==> config.mk <==
export PLATFORM = sky130hd
export DESIGN_NAME = ram_stream_rd
export DESIGN_NICKNAME = d
export VERILOG_FILES = /design/src/rtl/ram_stream_rd_pkg.sv /design/src/rtl/sync_fifo_small.sv /design/src/rtl/ram_stream_rd.sv
export SDC_FILE = /design/constraint.sdc
export NUM_CORES = 2
export LEC_CHECK = 0
export BUFFER_PORTS_ARGS = -buffer_cell sky130_fd_sc_hd__buf_4
export CORE_UTILIZATION = 43
export CTS_CLUSTER_SIZE = 14
export DETAILED_ROUTE_END_ITERATION = 7
export PLACE_DENSITY = 0.65
export SYNTH_ARGS = -nofsm -noshare
export SYNTH_HDL_FRONTEND = slang
export SYNTH_SLANG_ARGS = --single-unit
==> constraint.sdc <==
create_clock -name clk -period 29.2 [get_ports clk]
set_input_delay 7.3 -clock clk [delete_from_list [all_inputs] [get_ports clk]]
set_output_delay 7.3 -clock clk [all_outputs]
set_load 0.01 [all_outputs]
==> src/rtl/ram_stream_rd_pkg.sv <==
// ---------------------------------------------------------------------------
// ram_stream_rd_pkg
//   Shared constants for the RAM streaming reader: FSM state encoding,
//   output FIFO depth, and a modulo pointer-increment helper for that FIFO.
// ---------------------------------------------------------------------------
package ram_stream_rd_pkg;

    // Output FIFO depth. The read credit rule uses it too, so keep it here.
    localparam int FIFO_DEPTH = 3;
    localparam int FIFO_CNT_W = $clog2(FIFO_DEPTH + 1);

    // FSM state encoding.
    localparam int STATE_W = 1;
    localparam logic [STATE_W-1:0] ST_IDLE = 1'b0;
    localparam logic [STATE_W-1:0] ST_READ = 1'b1;

    // FIFO pointer increment with wrap at FIFO_DEPTH (depth is not a power of 2).
    function automatic logic [FIFO_CNT_W-1:0] ptr_inc(input logic [FIFO_CNT_W-1:0] p);
        return (p == FIFO_CNT_W'(FIFO_DEPTH - 1)) ? '0 : p + 1'b1;
    endfunction

endpackage

==> src/rtl/sync_fifo_small.sv <==
// ---------------------------------------------------------------------------
// sync_fifo_small
//   Small synchronous FIFO of FIFO_DEPTH entries, first-word-fall-through:
//   pop_data always shows the head entry.
// Ports:
//   clk, rst         clock, asynchronous active-high reset
//   push, push_data  write one entry (ignored when full)
//   pop              remove the head entry (ignored when empty)
//   pop_data         head entry
//   empty            no entries stored
//   count            number of entries stored (0..FIFO_DEPTH)
// ---------------------------------------------------------------------------
module sync_fifo_small
    import ram_stream_rd_pkg::*;
#(
    parameter int WIDTH = 257
) (
    input  logic                  clk,
    input  logic                  rst,
    input  logic                  push,
    input  logic [WIDTH-1:0]      push_data,
    input  logic                  pop,
    output logic [WIDTH-1:0]      pop_data,
    output logic                  empty,
    output logic [FIFO_CNT_W-1:0] count
);

    logic [WIDTH-1:0]      mem [FIFO_DEPTH];
    logic [FIFO_CNT_W-1:0] wr_ptr;
    logic [FIFO_CNT_W-1:0] rd_ptr;
    logic                  full;
    logic                  do_push;
    logic                  do_pop;

    assign empty    = (count == '0);
    assign full     = (count == FIFO_CNT_W'(FIFO_DEPTH));
    assign do_push  = push && !full;
    assign do_pop   = pop && !empty;
    assign pop_data = mem[rd_ptr];

    always_ff @(posedge clk or posedge rst) begin
        if (rst) begin
            wr_ptr <= '0;
            rd_ptr <= '0;
            count  <= '0;
            for (int i = 0; i < FIFO_DEPTH; i++) begin
                mem[i] <= '0;
            end
        end else begin
            if (do_push) begin
                mem[wr_ptr] <= push_data;
                wr_ptr      <= ptr_inc(wr_ptr);
            end
            if (do_pop) begin
                rd_ptr <= ptr_inc(rd_ptr);
            end
            // Simultaneous push and pop leaves the count unchanged.
            case ({do_push, do_pop})
                2'b10:   count <= count + 1'b1;
                2'b01:   count <= count - 1'b1;
                default: count <= count;
            endcase
        end
    end

endmodule

==> src/rtl/ram_stream_rd.sv <==
// ---------------------------------------------------------------------------
// ram_stream_rd
//   Turns a (start address, length) read command into a valid/ready stream
//   of RAM words. Reads are issued to a synchronous RAM (data one cycle after
//   read_en) and captured in a 3-entry FIFO. A read is only issued while
//   fifo_count + inflight < 3, so every issued read has a FIFO slot waiting
//   for it even if the sink stalls.
//
// Handshakes: a transfer happens on a rising edge where valid and ready are
//   both high; valid, once high, holds its payload until that edge. This
//   applies to cmd_valid/cmd_ready and out_valid/out_ready.
//
// Ports:
//   clk, rst              clock, asynchronous active-high reset
//   cmd_valid/cmd_ready   command handshake (ready only in IDLE)
//   cmd_addr, cmd_len     first word address, word count (0..SRAM_WORD)
//   addr_r, read_en       RAM read port (addr_r is 0 when read_en is 0);
//                         the block has no RAM write port
//   ram_rdata             RAM data, valid the cycle after read_en
//   out_valid/out_ready   output stream handshake
//   out_data, out_last    stream word, last-word-of-command flag
//   busy                  command active, read in flight or FIFO non-empty
//   state_dbg             current FSM state
// ---------------------------------------------------------------------------
module ram_stream_rd
    import ram_stream_rd_pkg::*;
#(
    parameter int SRAM_WIDTH      = 256,
    parameter int SRAM_WORD       = 64,
    parameter int SRAM_ADDR_WIDTH = $clog2(SRAM_WORD),
    parameter int LEN_WIDTH       = SRAM_ADDR_WIDTH + 1
) (
    input  logic                       clk,
    input  logic                       rst,
    input  logic                       cmd_valid,
    output logic                       cmd_ready,
    input  logic [SRAM_ADDR_WIDTH-1:0] cmd_addr,
    input  logic [LEN_WIDTH-1:0]       cmd_len,
    output logic [SRAM_ADDR_WIDTH-1:0] addr_r,
    output logic                       read_en,
    input  logic [SRAM_WIDTH-1:0]      ram_rdata,
    output logic                       out_valid,
    input  logic                       out_ready,
    output logic [SRAM_WIDTH-1:0]      out_data,
    output logic                       out_last,
    output logic                       busy,
    output logic [STATE_W-1:0]         state_dbg
);

    logic [STATE_W-1:0]         state;
    logic [SRAM_ADDR_WIDTH-1:0] rd_addr;
    logic [SRAM_ADDR_WIDTH-1:0] rd_addr_next;
    logic [LEN_WIDTH-1:0]       remaining;
    logic                       inflight;
    logic                       inflight_last;
    logic                       issue_last;
    logic                       cmd_fire;
    logic [FIFO_CNT_W:0]        credit_used;

    logic [FIFO_CNT_W-1:0]      fifo_count;
    logic                       fifo_empty;
    logic [SRAM_WIDTH:0]        fifo_head;

    assign state_dbg = state;
    assign cmd_ready = (state == ST_IDLE);
    assign cmd_fire  = cmd_valid && cmd_ready;

    // Words already owed to the FIFO: stored ones plus the read in flight.
    assign credit_used = {1'b0, fifo_count} + (FIFO_CNT_W + 1)'(inflight);
    assign read_en     = (state == ST_READ) &&
                         (credit_used < (FIFO_CNT_W + 1)'(FIFO_DEPTH));
    assign addr_r      = read_en ? rd_addr : '0;
    assign issue_last  = read_en && (remaining == LEN_WIDTH'(1));

    // Address wraps at SRAM_WORD, which need not be a power of two.
    assign rd_addr_next = (rd_addr == SRAM_ADDR_WIDTH'(SRAM_WORD - 1)) ? '0
                                                                        : rd_addr + 1'b1;

    always_ff @(posedge clk or posedge rst) begin
        if (rst) begin
            state         <= ST_IDLE;
            rd_addr       <= '0;
            remaining     <= '0;
            inflight      <= 1'b0;
            inflight_last <= 1'b0;
        end else begin
            // Tag travels with the read so the FIFO entry knows it is last.
            inflight      <= read_en;
            inflight_last <= issue_last;
            case (state)
                ST_IDLE: begin
                    // A zero-length command is accepted and simply dropped.
                    if (cmd_fire && (cmd_len != '0)) begin
                        state     <= ST_READ;
                        rd_addr   <= cmd_addr;
                        remaining <= cmd_len;
                    end
                end
                ST_READ: begin
                    if (read_en) begin
                        rd_addr   <= rd_addr_next;
                        remaining <= remaining - 1'b1;
                        if (issue_last) begin
                            state <= ST_IDLE;
                        end
                    end
                end
                default: state <= ST_IDLE;
            endcase
        end
    end

    sync_fifo_small #(
        .WIDTH (SRAM_WIDTH + 1)
    ) u_fifo (
        .clk       (clk),
        .rst       (rst),
        .push      (inflight),
        .push_data ({ram_rdata, inflight_last}),
        .pop       (out_valid && out_ready),
        .pop_data  (fifo_head),
        .empty     (fifo_empty),
        .count     (fifo_count)
    );

    // Payload is forced to 0 while empty so stale entries never show.
    assign out_valid = !fifo_empty;
    assign out_data  = out_valid ? fifo_head[SRAM_WIDTH:1] : '0;
    assign out_last  = out_valid && fifo_head[0];
    assign busy      = (state != ST_IDLE) || inflight || !fifo_empty;

endmodule
**Word level (Yosys, flattened, before mapping)**

Cells that the tools add are included.

- $add $sub $neg: 7
- Order comparisons: 4
- Eq/ne operators: 9
- Mux-type cells: 22
- Bitwise operators: 3
- Reductions and logical operators: 17

Operators with widths:

| cell | number |
|---|---|
| $bwmux W771 | 1 |
| $mux W257 | 3 |
| $bmux W257 S2 | 1 |
| $demux W257 S2 | 1 |
| $mux W256 | 1 |
| $mux W6 | 4 |
| $mux W7 | 2 |
| $pmux W7 S2 | 1 |
| $pmux W6 S2 | 1 |
| $logic_and A1 B1 Y1 | 9 |
| $eq A2 B2 Y1 const B | 4 |
| $eq A7 B1 Y1 const B | 1 |
| $reduce_bool A7 Y1 | 1 |
| $sub A7 B1 Y7 const B | 1 |
| $add A2 B1 Y2 const B | 3 |
| $add A6 B1 Y6 const B | 1 |
| $eq A6 B6 Y1 const B | 1 |
| $ge A3 B3 Y1 const B | 2 |
| $not A2 Y3 | 2 |
| $mux W2 | 2 |
| $pmux W2 S2 | 1 |
| $add A2 B1 Y3 | 1 |
| $lt A3 B1 Y1 const B | 1 |
| $lt A3 B2 Y1 const B | 1 |
| 12 further kinds | 16 |

- Bits in registers: 793
- Input port bits: 273
- Output and inout port bits: 268

**Logic depth before layout (Yosys ltp)**

- Depth after elaboration: 7
- Mapped depth: 8

**Hierarchy**

A second synthesis with hierarchy kept.

- Cells, all modules: 2914
- Area total of the unflattened synthesis: 37632.3 sq um

By module, submodules not included:

| module | instances | cells each | area each (sq um) | seq. area each (sq um) |
|---|---|---|---|---|
| sync_fifo_small | 1 | 2513 | 34779.6 | 19443.6 |
| ram_stream_rd | 1 | 401 | 2852.7 | 400.4 |

**Least setup slack after synthesis**

No wires, ideal clock.

- Kind: reg2out
- From: register u_fifo.count[0]
- To: output port addr_r[0]
- Data arrival time: 1786 ps
- Path slack: 20114 ps
- Cell stages (with the launch flop): 8
- Path buffers: 2
- Cells stage by stage: dfrtp_1 > ha_1 > ha_1 > nand2b_1 > a21oi_1 > buf_2 > clkbuf_1 > and2_1

- Word-level cells in the longest chain between the ends: 4

Ends and longest elaborated chain:

| element | line | source |
|---|---|---|
| start, declared | sync_fifo_small.sv:25 | `output logic [FIFO_CNT_W-1:0] count` |
| start signal, assigned | sync_fifo_small.sv:59 | `2'b10: count <= count + 1'b1;` |
| start signal, assigned | sync_fifo_small.sv:60 | `2'b01: count <= count - 1'b1;` |
| start signal, assigned | sync_fifo_small.sv:61 | `default: count <= count;` |
| $add A2 B1 Y3 | ram_stream_rd.sv:69 | `assign credit_used = {1'b0, fifo_count} + (FIFO_CNT_W + 1)'(inflight);` |
| $lt A3 B2 Y1 | ram_stream_rd.sv:71 | `(credit_used < (FIFO_CNT_W + 1)'(FIFO_DEPTH));` |
| $logic_and A1 B1 Y1 | ram_stream_rd.sv:70 | `assign read_en = (state == ST_READ) &&` |
| net read_en | ram_stream_rd.sv:40 | `output logic read_en,` |
| $mux W6 | ram_stream_rd.sv:72 | `assign addr_r = read_en ? rd_addr : '0;` |
| end, declared | ram_stream_rd.sv:39 | `output logic [SRAM_ADDR_WIDTH-1:0] addr_r,` |

The timed path passes the listed nets, and every way through them passes these cells.

==> results.json <==
{
  "synth_area_per_cell_um2": 12.73,
  "stdcell_area_mm2": 0.04475,
  "hold_start": "u_fifo.mem[595]",
  "rr_worst_depth": 6,
  "port_buffers": 540,
  "multi_input_area_mm2": 0.01608,
  "ys_ff_latch": 793,
  "numCtsBuffers": 89,
  "cp.arrival_ns": 12.17,
  "mostFrequentLayoutCells": "791 x dfrtp_1, 567 x buf_4, 543 x mux2_2, 522 x nor2_1, 262 x a21oi_1",
  "holdPathStages": 1,
  "crit_path_frequent_cell": "buf_4",
  "grt_start_max_net_pins": 187,
  "power.density_mw_per_mm2": 135.9,
  "grt_pass1_wl_mm": 144.4,
  "nets": 3643,
  "dp_hpwl_mm": 54.85,
  "drt_first_pass_iters": 5,
  "synthFlopType": "dfrtp_1",
  "grt-ovfl-total": 0,
  "drv_cap": 0,
  "via_per_inst": 5.225,
  "fin_crit_ns": 11.51,
  "tns_ns": 0,
  "drtIter0Drc": 992,
  "post_cts_buffers": 0,
  "grt_usage_pct": 20.98,
  "dpl.cell_count": 4417,
  "start_kind": "primary input",
  "instances_no_fill": 4585,
  "worst_ep_required_time_ns": 29.86,
  "syn_inst": 2905,
  "clock_path_buffers": 3,
  "endpoint_kind": "asynchronous set/reset pin",
  "synthesis.nets": 3184,
  "die_area_mm2": 0.08719,
  "final_hold_viol_count": 0,
  "postPlaceCellArea_mm2": 0.04178,
  "relSlewSlack_pct": 27.26,
  "setup_viol": 0,
  "antenna_found_initial": 15,
  "holdBufCountCts": 0,
  "rsz0062_at_grt": "false",
  "yosys.cell_types.count": 44,
  "drc": 0,
  "clock-root-buffer": "clkbuf_16",
  "post_cts_resized": 0,
  "start_util_pct": 43.44,
  "grt_pass1_vias": 24903,
  "synth-edff-count": 0,
  "yosysWarnings": 0,
  "p_leak_nw": 20.73,
  "path_clk_slew_ns": 0.06,
  "fin_crit_sh_pct": 39.42,
  "clkLatencyLatePin_ns": 0.64,
  "die_x_um": 295.3,
  "clock-sinks": 793,
  "die_h_um": 295.3,
  "area.growth.synth_to_final_pct": 20.99,
  "globalplace.congestion": 0.7824,
  "reg2reg_to": "u_fifo.mem[87]",
  "seqCellArea_mm2": 0.01985,
  "worst_pin_slew_ns": 1.091,
  "num-fill-cells": 7530,
  "pin_count": 541,
  "finClkSkew_ns": 0.02681,
  "drive_gt1_share_pct": 43.47,
  "final_antenna_net_count": 0,
  "cp_slowest_cell": "buf_4",
  "core-area_mm2": 0.08515,
  "async_flop_share_pct": 100.0,
  "drv_slew": 0,
  "vias": 23955,
  "yosysSeqAreaShare_pct": 53.65,
  "wl_mm": 92.74,
  "cts_tree": "built",
  "synth_area_mm2": 0.03699,
  "ir_drop_v": 0.00009765,
  "crit_path_cell_trace": "buf_4 > clkinvlp_4 > buf_12 > buf_4 > buf_4 > buf_4 > buf_4 > buf_4",
  "timing.rr.start": "u_fifo.count[0]",
  "crit_type": "in2async",
  "reg2reg_slack_ns": 24.62,
  "layout_commonest_cell": "dfrtp_1",
  "max_stage_delay_ns": 0.83,
  "num_rows": 107,
  "htree_levels": 3,
  "path_max_fanout": 166,
  "hp-class": "reg2reg",
  "status": "finished, final reports clean",
  "min_to": "u_fifo.mem[595]",
  "fmax_mhz": 86.87,
  "wl_per_cell_um": 20.23
}
-- worst max-delay path by stage --
| stage | from | to | slack (ns) | cells past startpoint |
|---|---|---|---|---|
| 2_1_floorplan | rst | inflight | 11.02 | 1 |
| 3_3_place_gp | rst | u_fifo.mem[441] | 16.68 | 8 |
| 3_5_place_dp | rst | u_fifo.mem[438] | 16.76 | 8 |
| 4_1_cts | rst | u_fifo.mem[695] | 17.43 | 8 |
| 5_1_grt | rst | u_fifo.mem[695] | 16.85 | 8 |
| 6_report | rst | u_fifo.mem[131] | 17.69 | 8 |
-- area by class of cell --
| cell class | instances | share of cell area (%) |
|---|---|---|
| inverter | 9 | 0.08388 |
| clock buffer | 129 | 5.673 |
| clock inverter | 30 | 0.9255 |
| antenna | 9 | 0.05033 |
| timing repair buffer | 573 | 9.780 |
| tap | 1144 | 3.199 |
| multi-input combinational | 1898 | 35.93 |
| sequential | 793 | 44.36 |
-- metrics by stage --
step / hold WS (ns) / power [mW] / util (%) / setup slack [ns]
finish: 0.5027 / 6.081 / 52.56 / 17.69
global route: 0.5088 / 6.481 / 52.56 / 16.85
CTS: 0.5055 / 6.150 / 52.53 / 17.43
detailed placement: 0.4927 / 4.996 / 49.06 / 16.76
global placement: 0.4867 / 4.942 / 49.06 / 16.68
floorplan: 0.4791 / 3.973 / - / 11.02
-- where the power goes --
group          total, mW  switching (mW)  leakage (nW)  internal [mW]
sequential          2.00           0.320          9.28           1.68
clock               1.13           0.464          1.44          0.661
combinational       2.96            1.41          10.0           1.55
-- per-layer routing --
layer | vias to the layer above | part of all wire [%] | GRT usage (%)
met4 | 12 | 2.8 | 6.938
met3 | 145 | 5.4 | 5.120
met5 | - | 0.093 | 0
met2 | 448 | 49 | 34.82
met1 | 12326 | 43 | 26.82
li1 | 11024 | - | -
-- synthesized netlist by cell type, drive strengths merged, types with 3 or more instances --
cell    number  share of area, %
dfrtp      793                54
mux2       773                26
nor2       523               5.3
a21oi      262               3.5
mux2i      259               7.0
buf        122               2.0
clkbuf      83              0.84
nand2       10              0.10
inv          9             0.091
nor3         7              0.11
and2         6              0.10
ha           6              0.20
o21ai        5             0.068
a31oi        4             0.068
o221a        4              0.12
a211oi       3             0.061
nor2b        3             0.051
nor3b        3             0.061
o221ai       3             0.071
-- state kept, by name, indices dropped and copies added, names as in the netlist --
name and count:
inflight 1, u_fifo.wr_ptr 2, state_dbg 1, remaining 7
u_fifo.count 2, u_fifo.mem 771, inflight_last 1, rd_addr 6
u_fifo.rd_ptr 2
-- cells by family (layout without fill, tap and decap cells) --
logic type / Yosys count / after routing / share of synthesized area (%)
AO/OA/AOI/OAI: 295 / 295 / 4.303
buffers and inverters: 214 / 741 / 2.963
adder cells (fa/ha/maj): 6 / 6 / 0.2030
XOR/XNOR: 3 / 3 / 0.07105
multiplexers: 1032 / 1032 / 32.88
flip-flops: 793 / 793 / 53.65
AND/OR/NAND/NOR: 562 / 562 / 5.930
other: 0 / 9 / 0
-- worst max-delay path: cells and delay by family --
| family | cells | cell delay, ns |
|---|---|---|
| buffers and inverters | 8 | 4.52 |
Power figures use the tool's default switching activity.
